**config.mk**
```make
export PLATFORM = sky130hd
export DESIGN_NAME = max_pool_layer
export DESIGN_NICKNAME = d
export VERILOG_FILES = /design/src/rtl/max_pool_layer.sv
export SDC_FILE = /design/constraint.sdc
export NUM_CORES = 1
export LEC_CHECK = 0
export BUFFER_PORTS_ARGS = -buffer_cell sky130_fd_sc_hd__buf_4
export CAP_MARGIN = 40
export CORE_MARGIN = 2
export CORE_UTILIZATION = 41
export CTS_CLUSTER_DIAMETER = 30
export DETAILED_ROUTE_END_ITERATION = 6
export PLACE_DENSITY = 0.68
export SLEW_MARGIN = 10
export SYNTH_ARGS = -nofsm -noshare
export SYNTH_HDL_FRONTEND = slang
export SYNTH_SLANG_ARGS = --single-unit
```
**constraint.sdc**
```tcl
create_clock -name clk -period 7.3 [get_ports clk]
set_input_delay 1.825 -clock clk [delete_from_list [all_inputs] [get_ports clk]]
set_output_delay 1.825 -clock clk [all_outputs]
set_load 0.02 [all_outputs]
```
**src/rtl/max_pool_layer.sv**
```systemverilog
// 2x2/stride-2 signed max-pooling over a channel-major feature map held in DRAM.
// Reads one element per request, keeps a running max per window, writes one word per window.
module max_pool_layer #(
  parameter int unsigned DATA_WIDTH = 32,
  parameter int unsigned ADDR_WIDTH = 18,
  parameter int unsigned IN_BASE    = 131072,
  parameter int unsigned OUT_BASE   = 163840,
  parameter int unsigned IN_H       = 10,
  parameter int unsigned IN_W       = 10,
  parameter int unsigned CH         = 16
) (
  input  logic                  clk,
  input  logic                  srst,
  input  logic                  enable,
  input  logic                  dram_valid,
  input  logic [DATA_WIDTH-1:0] data_in,
  output logic [DATA_WIDTH-1:0] data_out,
  output logic [ADDR_WIDTH-1:0] addr_in,
  output logic [ADDR_WIDTH-1:0] addr_out,
  output logic                  dram_en_rd,
  output logic                  dram_en_wr,
  output logic                  done
);

  localparam int unsigned OH = IN_H / 2;
  localparam int unsigned OW = IN_W / 2;
  localparam int unsigned CW = $clog2(CH + 1);
  localparam int unsigned YW = $clog2(OH + 1);
  localparam int unsigned XW = $clog2(OW + 1);

  localparam logic [ADDR_WIDTH-1:0] IN_BASE_A  = ADDR_WIDTH'(IN_BASE);
  localparam logic [ADDR_WIDTH-1:0] OUT_BASE_A = ADDR_WIDTH'(OUT_BASE);
  localparam logic [ADDR_WIDTH-1:0] IN_PLANE   = ADDR_WIDTH'(IN_H * IN_W);
  localparam logic [ADDR_WIDTH-1:0] IN_ROW     = ADDR_WIDTH'(IN_W);
  localparam logic [ADDR_WIDTH-1:0] OUT_PLANE  = ADDR_WIDTH'(OH * OW);
  localparam logic [ADDR_WIDTH-1:0] OUT_ROW    = ADDR_WIDTH'(OW);
  localparam logic [CW-1:0]         C_LAST     = CW'(CH - 1);
  localparam logic [YW-1:0]         Y_LAST     = YW'(OH - 1);
  localparam logic [XW-1:0]         X_LAST     = XW'(OW - 1);

  typedef enum logic [2:0] {S_IDLE, S_RD_REQ, S_RD_WAIT, S_WR, S_DONE} state_t;

  state_t                  state_q, state_d;
  logic [CW-1:0]           c_q, c_d;
  logic [YW-1:0]           oy_q, oy_d;
  logic [XW-1:0]           ox_q, ox_d;
  logic [1:0]              k_q, k_d;
  logic [DATA_WIDTH-1:0]   max_q, max_d;
  logic [DATA_WIDTH-1:0]   data_out_q, data_out_d;
  logic [ADDR_WIDTH-1:0]   addr_in_q, addr_in_d;
  logic [ADDR_WIDTH-1:0]   addr_out_q, addr_out_d;
  logic                    dram_en_rd_q, dram_en_rd_d;
  logic                    dram_en_wr_q, dram_en_wr_d;
  logic                    done_q, done_d;
  logic                    last_win;
  logic [ADDR_WIDTH-1:0]   rd_addr, wr_addr;

  assign last_win = (c_q == C_LAST) && (oy_q == Y_LAST) && (ox_q == X_LAST);

  always_comb begin
    state_d = state_q;
    c_d     = c_q;
    oy_d    = oy_q;
    ox_d    = ox_q;
    k_d     = k_q;
    max_d   = max_q;
    done_d  = done_q;
    unique case (state_q)
      S_IDLE: begin
        if (enable) begin
          state_d = S_RD_REQ;
          c_d     = '0;
          oy_d    = '0;
          ox_d    = '0;
          k_d     = '0;
          done_d  = 1'b0;
        end
      end
      S_RD_REQ: state_d = S_RD_WAIT;
      S_RD_WAIT: begin
        if (dram_valid) begin
          if (k_q == 2'd0 || $signed(data_in) > $signed(max_q)) max_d = data_in;
          if (k_q == 2'd3) begin
            state_d = S_WR;
          end else begin
            k_d     = k_q + 2'd1;
            state_d = S_RD_REQ;
          end
        end
      end
      S_WR: begin
        k_d = '0;
        if (last_win) begin
          state_d = S_DONE;
          done_d  = 1'b1;
        end else begin
          state_d = S_RD_REQ;
          if (ox_q == X_LAST) begin
            ox_d = '0;
            if (oy_q == Y_LAST) begin
              oy_d = '0;
              c_d  = c_q + CW'(1);
            end else begin
              oy_d = oy_q + YW'(1);
            end
          end else begin
            ox_d = ox_q + XW'(1);
          end
        end
      end
      S_DONE:  state_d = S_IDLE;
      default: state_d = S_IDLE;
    endcase

    // Outputs are registered from the next state so strobes line up with the state they belong to.
    rd_addr = IN_BASE_A + ADDR_WIDTH'(c_d) * IN_PLANE
            + ADDR_WIDTH'({oy_d, k_d[1]}) * IN_ROW + ADDR_WIDTH'({ox_d, k_d[0]});
    wr_addr = OUT_BASE_A + ADDR_WIDTH'(c_d) * OUT_PLANE
            + ADDR_WIDTH'(oy_d) * OUT_ROW + ADDR_WIDTH'(ox_d);

    dram_en_rd_d = (state_d == S_RD_REQ);
    dram_en_wr_d = (state_d == S_WR);
    addr_in_d    = dram_en_rd_d ? rd_addr : addr_in_q;
    addr_out_d   = dram_en_wr_d ? wr_addr : addr_out_q;
    data_out_d   = dram_en_wr_d ? max_d : data_out_q;
  end

  always_ff @(posedge clk) begin
    if (srst) begin
      state_q      <= S_IDLE;
      c_q          <= '0;
      oy_q         <= '0;
      ox_q         <= '0;
      k_q          <= '0;
      max_q        <= '0;
      data_out_q   <= '0;
      addr_in_q    <= '0;
      addr_out_q   <= '0;
      dram_en_rd_q <= 1'b0;
      dram_en_wr_q <= 1'b0;
      done_q       <= 1'b0;
    end else begin
      state_q      <= state_d;
      c_q          <= c_d;
      oy_q         <= oy_d;
      ox_q         <= ox_d;
      k_q          <= k_d;
      max_q        <= max_d;
      data_out_q   <= data_out_d;
      addr_in_q    <= addr_in_d;
      addr_out_q   <= addr_out_d;
      dram_en_rd_q <= dram_en_rd_d;
      dram_en_wr_q <= dram_en_wr_d;
      done_q       <= done_d;
    end
  end

  assign data_out   = data_out_q;
  assign addr_in    = addr_in_q;
  assign addr_out   = addr_out_q;
  assign dram_en_rd = dram_en_rd_q;
  assign dram_en_wr = dram_en_wr_q;
  assign done       = done_q;

endmodule
```
==> results.sh, run 1 <==
export IMPL_crit_start="enable"
export IMPL_routabilityCongestion=0.7937
export IMPL_drive_above_1_share_pct=14.81
export IMPL_end_kind="register"
export IMPL_overflow=0
export IMPL_vias_per_cell=4.820
export IMPL_vias=5075
export IMPL_period_needed_ns=6.241
export IMPL_final_nets=975
export IMPL_syn_area_per_cell_sq_um=8.720
export IMPL_reg2regPathDepth=22
export IMPL_rrSetupSlack_ns=1.74
export IMPL_cts_reportedPaths_clkPinSlew_ns=0.07
export IMPL_ys_flop_type="dfxtp_1"
export IMPL_drv_cap=0
export IMPL_ant_nets=0
export IMPL_layout_common_cells="dfxtp_1, nor2_1, buf_4, ha_1, inv_1"
export IMPL_first_pass_iters=4
export IMPL_start_util_pct=41.62
export IMPL_cts_sinks=110
export IMPL_fin_worst_skew_ns=0.005850
export IMPL_setup_viol=0
export IMPL_cellLeakagePower_nw=3.475
export IMPL_cp_start_kind="input port"
export IMPL_dieArea_sq_um=16980
export IMPL_rsz0062_at_grt="false"
export IMPL_clock_root_buffer="clkbuf_16"
export IMPL_required_ns=7.54
export IMPL_fmaxAchievable_mhz=160.2
export IMPL_hold_viol_final=0
export IMPL_p_int_w=0.001002
export IMPL_drtIter0Drc=274
export IMPL_post_cts_buffers=0
export IMPL_setup_ws_ns=1.059
export IMPL_worstMarginPinSlew_ns=0.7850
export IMPL_yosysWarnings=0
export IMPL_ctsHoldBuffers=0
export IMPL_outcome="complete, no violations"
export IMPL_holdWs_ns=0.4542
export IMPL_seqPwrFrac_pct=46.4
export IMPL_final_common_cell="dfxtp_1"
export IMPL_synth_edf_count=0
export IMPL_post_cts_resize_count=0
export IMPL_antenna_found_initial=0
export IMPL_drc_errors=0
export IMPL_crit_fanout=10
export IMPL_critPathKind="in -> reg"
export IMPL_grt_usage_pct=17.03
export IMPL_dp_worst_setup_slack_ns=0.7566
export IMPL_crit_arrival_ns=6.48
export IMPL_syn_inst=750
export IMPL_p_switching_w=0.0004189
export IMPL_drt_wl_total_um=13800
export IMPL_avgRoutedWirePerCell_um=13.10
export IMPL_cts_tree="done"
export IMPL_async_flop_share_pct=0
export IMPL_fin_setup_tns_ns=0
export IMPL_worstHoldPathType="reg -> reg"
export IMPL_fp_row_count=46
export IMPL_clockPowerShare_pct=34.3
export IMPL_drv_slew=0
export IMPL_place_hpwl_um=10340
export IMPL_clock_tree_buffer_depth=2
export IMPL_powerDensity_nw_per_um2=184.6
export IMPL_switching_share_pct=29.48
export IMPL_synth_top_cell_area_share_pct=33.67
export IMPL_max_slew_margin_pct=47.67
export IMPL_clk_latency_ns=0.36
export IMPL_yosys_top_cells_area="dfxtp_1, ha_1, nor2_1, mux2i_1, a211oi_1"
export IMPL_finalCritPeriodShare_pct=85.50
export IMPL_die_h_um=130.3
export IMPL_slowest_delay_ns=0.56
export IMPL_ys_seq_area_share_pct=33.67
export IMPL_grt_pass1_wl_um=22830
export IMPL_grt_max_degree=85
export IMPL_critPathSlowestCell="fa_1"
export IMPL_syn_area_sq_um=6540
export IMPL_io_buffers=98
export IMPL_placeableCoreArea_sq_um=15710
export IMPL_p_comb_share_pct=19.3
export IMPL_cts_htree_levels=3
export IMPL_worst_ir_drop_vdd_mv=0.1115
export IMPL_ys_types=52
export IMPL_io_pins=107
export IMPL_area_growth_pct=17.72
export IMPL_rr_startpoint="c_q[0]"
export IMPL_yosysTopAreaCell="dfxtp_1"
export IMPL_worstPathCellList="buf_4 > nor2b_1 > nand2b_1 > a21oi_1 > buf_4 > o21ai_1 > a21oi_1 > inv_1 > ha_1 > ha_1 > inv_1 > fa_1 > fa_1 > inv_1 > ha_1 > nor2b_1 > o21ai_1 > a21oi_1 > o21ai_1 > a22oi_1 > a311oi_1 > or4_1 > nand3_1"
export IMPL_n_fill_cell=1556
export IMPL_grt_pass1_vias=4798
export IMPL_die_w_um=130.3
export IMPL_cp_endpoint="addr_out[10]"
export IMPL_rr_endpoint="addr_out[10]"
export IMPL_yosys_register_bits=110
export IMPL_diodes=0
export IMPL_cts_inserted_buffers=9
-- synthesized netlist by cell type, types with 2 or more instances --
| master | n |
|---|---|
| dfxtp_1 | 110 |
| a211o_1 | 2 |
| a21o_1 | 8 |
| or4_1 | 3 |
| a22oi_1 | 3 |
| nand3_1 | 11 |
| a31oi_1 | 3 |
| clkbuf_1 | 25 |
| buf_12 | 3 |
| xnor2_1 | 13 |
| o21ai_1 | 14 |
| a21oi_1 | 56 |
| buf_4 | 9 |
| nand2b_1 | 3 |
| and3_1 | 4 |
| o21a_1 | 2 |
| nand4_1 | 9 |
| a211oi_1 | 39 |
| o21bai_1 | 3 |
| nor3_1 | 9 |
| o21ai_0 | 2 |
| o211ai_1 | 2 |
| or3b_1 | 2 |
| xor2_1 | 8 |
| nand3b_1 | 2 |
| nor2_1 | 104 |
| fa_1 | 10 |
| mux2i_1 | 32 |
| nand2_1 | 57 |
| nor2b_1 | 12 |
| ha_1 | 97 |
| inv_1 | 73 |
-- worst min-delay path by stage --
stage,start,endpoint,cells past startpoint
final,addr_in[12],addr_in[12],2
after global routing,addr_out[1],addr_out[1],2
after CTS,addr_in[12],addr_in[12],2
after detailed placement,addr_in[12],addr_in[12],2
after global placement,addr_in[12],addr_in[12],2
after floorplan,max_q[10],max_q[10],2
-- metrics by stage --
stage | instance area (sq um) | utilization (%) | instances | total power (W)
2_1_floorplan | 6566 | - | 757 | 0.0008551
5_1_grt | 7699 | 49.00 | 1053 | 0.001498
6_report | 7699 | 49.00 | 1053 | 0.001421
3_3_place_gp | 7370 | 46.90 | 1035 | 0.0009431
3_5_place_dp | 7405 | 47.13 | 1037 | 0.0009498
4_1_cts | 7699 | 49.00 | 1053 | 0.001440
-- cells by family after synthesis --
| logic type | Yosys count | share of synthesized area (%) |
|---|---|---|
| multiplexers | 32 | 4.898 |
| flip-flops | 110 | 33.67 |
| AND/OR/NAND/NOR | 223 | 15.27 |
| other | 1 | 0.05734 |
| buffers and inverters | 113 | 7.748 |
| adder cells (fa/ha/maj) | 107 | 21.62 |
| XOR/XNOR | 21 | 2.812 |
| AO/OA/AOI/OAI | 143 | 13.93 |
-- cell type report --
class	instances	area [sq um]	share of cell area (%)
clock buffer	11	252.7	3.283
clock inverter	5	41.29	0.5363
multi-input combinational	534	3865	50.20
inverter	75	281.5	3.657
tap	216	270.3	3.510
timing repair buffer	102	785.8	10.21
sequential	110	2202	28.60
-- worst max-delay path: cells and delay by family --
kind | cells | cell delay, ns
AND/OR/NAND/NOR | 5 | 0.62
adder cells (fa/ha/maj) | 5 | 1.99
buffers and inverters | 5 | 0.50
AO/OA/AOI/OAI | 8 | 1.51
-- power groups by stage --
stage          clock (W)  combinational [W]  sequential (W)
4_1_cts         0.000503           0.000277        0.000659
6_report        0.000488           0.000274        0.000659
3_3_place_gp           0           0.000270        0.000673
2_1_floorplan          0           0.000152        0.000704
3_5_place_dp           0           0.000277        0.000673
5_1_grt         0.000529           0.000305        0.000664
-- registers in the layout (all words and copies together) (netlist names) --
signal / flops
max_q: 32
oy_q: 3
done: 1
data_out: 32
addr_out: 13
ox_q: 3
dram_en_wr: 1
addr_in: 14
dram_en_rd: 1
c_q: 5
state_q: 3
k_q: 2
-- layer usage --
| metal | GRT usage [%] | part of all wire [%] |
|---|---|---|
| met1 | 23.39 | 51 |
| met2 | 26.58 | 44 |
| met3 | 3.485 | 3.9 |
| met4 | 6.072 | 1.2 |
| met5 | 0 | 0 |
(Power assumes the default switching activity.)
==> run 2, diff against run 1 <==
--- a/config.mk
+++ b/config.mk
@@ -5,13 +5,13 @@
 export SDC_FILE = /design/constraint.sdc
 export NUM_CORES = 1
 export LEC_CHECK = 0
+export ABC_AREA = 1
 export BUFFER_PORTS_ARGS = -buffer_cell sky130_fd_sc_hd__buf_4
 export CAP_MARGIN = 40
-export CORE_MARGIN = 2
-export CORE_UTILIZATION = 41
+export CORE_UTILIZATION = 35
 export CTS_CLUSTER_DIAMETER = 30
 export DETAILED_ROUTE_END_ITERATION = 6
-export PLACE_DENSITY = 0.68
+export PLACE_DENSITY = 0.61
 export SLEW_MARGIN = 10
 export SYNTH_ARGS = -nofsm -noshare
 export SYNTH_HDL_FRONTEND = slang
==> results.sh, run 2 <==
export IMPL_ant_nets=0
export IMPL_critPathKind="in -> reg"
export IMPL_outcome="complete, no violations"
export IMPL_start_util_pct=35.83
export IMPL_ys_seq_area_share_pct=31.48
export IMPL_yosys_top_cells_count="inv_1, nor2_1, nand2_1, dfxtp_1, ha_1"
export IMPL_synth_compound_area_share_pct=10.46
export IMPL_io_pins=107
export IMPL_grt_max_degree=64
export IMPL_placeableCoreArea_sq_um=19530
export IMPL_yosys_register_bits=110
export IMPL_final_common_cell="inv_1"
export IMPL_min_from="addr_in[17]"
export IMPL_die_h_um=143.4
export IMPL_fin_setup_tns_ns=0
export IMPL_cellLeakagePower_nw=4.098
export IMPL_ys_types=38
export IMPL_routabilityCongestion=0.8000
export IMPL_worst_ir_drop_vdd_mv=0.08472
export IMPL_grt_usage_pct=15.68
export IMPL_cts_sinks=110
export IMPL_cts_reportedPaths_clkPinSlew_ns=0.08
export IMPL_post_cts_resize_count=0
export IMPL_fin_cells=1280
export IMPL_synth_xor_area_share_pct=3.130
export IMPL_dpl_cell_count=1264
export IMPL_period_needed_ns=6.163
export IMPL_cts_htree_levels=3
export IMPL_dieArea_sq_um=20560
export IMPL_holdWs_ns=0.4725
export IMPL_synthAdderAreaFrac_pct=20.21
export IMPL_cts_tree="done"
export IMPL_drt_wl_total_um=15560
export IMPL_synthSimpleGateAreaFrac_pct=23.48
export IMPL_async_flop_share_pct=0
export IMPL_diodes=0
export IMPL_yosysWarnings=0
export IMPL_power_w=0.001422
export IMPL_drv_slew=0
export IMPL_syn_inst=929
export IMPL_synth_edf_count=0
export IMPL_rr_startpoint="c_q[0]"
export IMPL_place_hpwl_um=11630
export IMPL_crit_arrival_ns=6.42
export IMPL_clock_root_buffer="clkbuf_16"
export IMPL_powerDensity_nw_per_um2=172.8
export IMPL_crit_fanout=5
export IMPL_rsz0062_at_grt="false"
export IMPL_avgRoutedWirePerCell_um=12.16
export IMPL_yosysTopAreaCell="dfxtp_1"
export IMPL_syn_area_per_cell_sq_um=7.530
export IMPL_synth_top_cell_area_share_pct=31.48
export IMPL_required_ns=7.56
export IMPL_hold_viol_final=0
export IMPL_die_w_um=143.4
export IMPL_clk_latency_ns=0.36
export IMPL_area_growth_pct=17.67
export IMPL_n_fill_cell=2015
export IMPL_crit_start="enable"
export IMPL_fp_row_count=51
export IMPL_drive_above_1_share_pct=16.75
export IMPL_first_pass_iters=4
export IMPL_ys_flop_type="dfxtp_1"
export IMPL_finalCritPeriodShare_pct=84.43
export IMPL_drv_cap=0
export IMPL_io_buffers=98
export IMPL_worstHoldPathType="reg -> reg"
export IMPL_cts_inserted_buffers=9
export IMPL_grt_pass1_vias=5440
export IMPL_drtIter0Drc=263
export IMPL_yosysMostFrequentCell="inv_1"
export IMPL_vias_per_cell=4.578
export IMPL_layout_common_cells="inv_1, nor2_1, nand2_1, dfxtp_1, buf_4"
export IMPL_drc_errors=0
export IMPL_clock_tree_buffer_depth=2
export IMPL_yosys_mux_area_fraction_pct=0
export IMPL_final_nets=1153
export IMPL_synth_top_family_by_area="simple AND/OR/NAND/NOR gates"
export IMPL_yosys_top_cells_area="dfxtp_1, ha_1, inv_1, nor2_1, a21oi_1"
export IMPL_fmaxAchievable_mhz=162.3
export IMPL_end_kind="register"
export IMPL_grt_pass1_wl_um=25690
export IMPL_fin_worst_skew_ns=0.01021
export IMPL_ctsHoldBuffers=0
export IMPL_vias=5860
export IMPL_worstMarginPinSlew_ns=0.7835
export IMPL_cp_start_kind="input port"
export IMPL_overflow=0
export IMPL_antenna_found_initial=0
export IMPL_setup_viol=0
export IMPL_syn_area_sq_um=6995
export IMPL_max_slew_margin_pct=47.71
export IMPL_post_cts_buffers=0
==> run 2: cell count changes after synthesis, sizes merged, moves of 24 or more <==
| cell | before | now |
|---|---|---|
| a211oi | 39 | 0 |
| a21oi | 56 | 86 |
| inv | 74 | 141 |
| mux2i | 32 | 0 |
| nand2 | 57 | 147 |
| nand3 | 12 | 73 |
| o21ai | 16 | 40 |
==> run 2: kinds of logic (layout without fill, tap and decap cells) <==
group | Yosys count | after routing
simple gates | 364 | 364
buf+inv | 182 | 261
compound gates | 140 | 140
flops | 110 | 110
fa+ha+maj | 107 | 107
xor+xnor | 25 | 25
other cells | 1 | 8
==> run 2: worst paths after layout <==
path | end | slack (ns) | depth (start not counted)
max | addr_out[9] | 1.14 | 25
min | addr_in[17] | 0.47 | 2
max reg2reg | addr_out[9] | 1.84 | 25
min reg2reg | addr_in[17] | 0.47 | 2
==> run 2: area by class of cell <==
type                            instances  area [sq um]  area share, %
Inverter                              141         529.3          6.430
Multi-Input combinational cell        644          4045          49.14
Timing Repair Buffer                  104         813.3          9.880
Tap cell                              265         331.6          4.028
Sequential cell                       110          2202          26.75
Clock inverter                          7         85.08          1.034
Clock buffer                            9         225.2          2.736
==> run 2: power by group <==
part           switching (W)  internal [W]
Sequential         0.0000195      0.000634
Clock               0.000244      0.000271
Combinational       0.000153      0.000100
==> run 2: layer usage <==
layer / GRT usage (%) / vias to the layer above / part of all wire (%)
met1: 20.15 / 2619 / 47
met2: 26.34 / 101 / 47
met4: 4.759 / 0 / 1.5
li1: - / 3126 / -
met5: 0 / - / 0
met3: 3.099 / 14 / 3.8
==> run 2: through the flow <==
stage | setup slack [ns] | utilization, % | area [sq um]
floorplan | 1.287 | - | 7022
global placement | 0.8944 | 40.32 | 7874
detailed placement | 0.7673 | 40.57 | 7921
CTS | 1.166 | 42.16 | 8232
global route | 0.7841 | 42.16 | 8232
finish | 1.137 | 42.16 | 8232
==> run 2: critical path, stage by stage <==
cell and delay (ns):
buf_4 0.09, inv_1 0.05, nor3_2 0.34, nor2_1 0.17
inv_1 0.15, o21ai_1 0.12, nand2_1 0.10, nand2_1 0.16
ha_1 0.37, ha_1 0.28, inv_1 0.05, fa_1 0.50
fa_1 0.54, inv_1 0.05, ha_1 0.34, a21oi_1 0.16
nand2_1 0.09, a21o_1 0.16, a21oi_1 0.18, nor2_1 0.06
o21ai_0 0.17, nand2_1 0.12, xor2_1 0.15, o21ai_0 0.13
inv_1 0.05
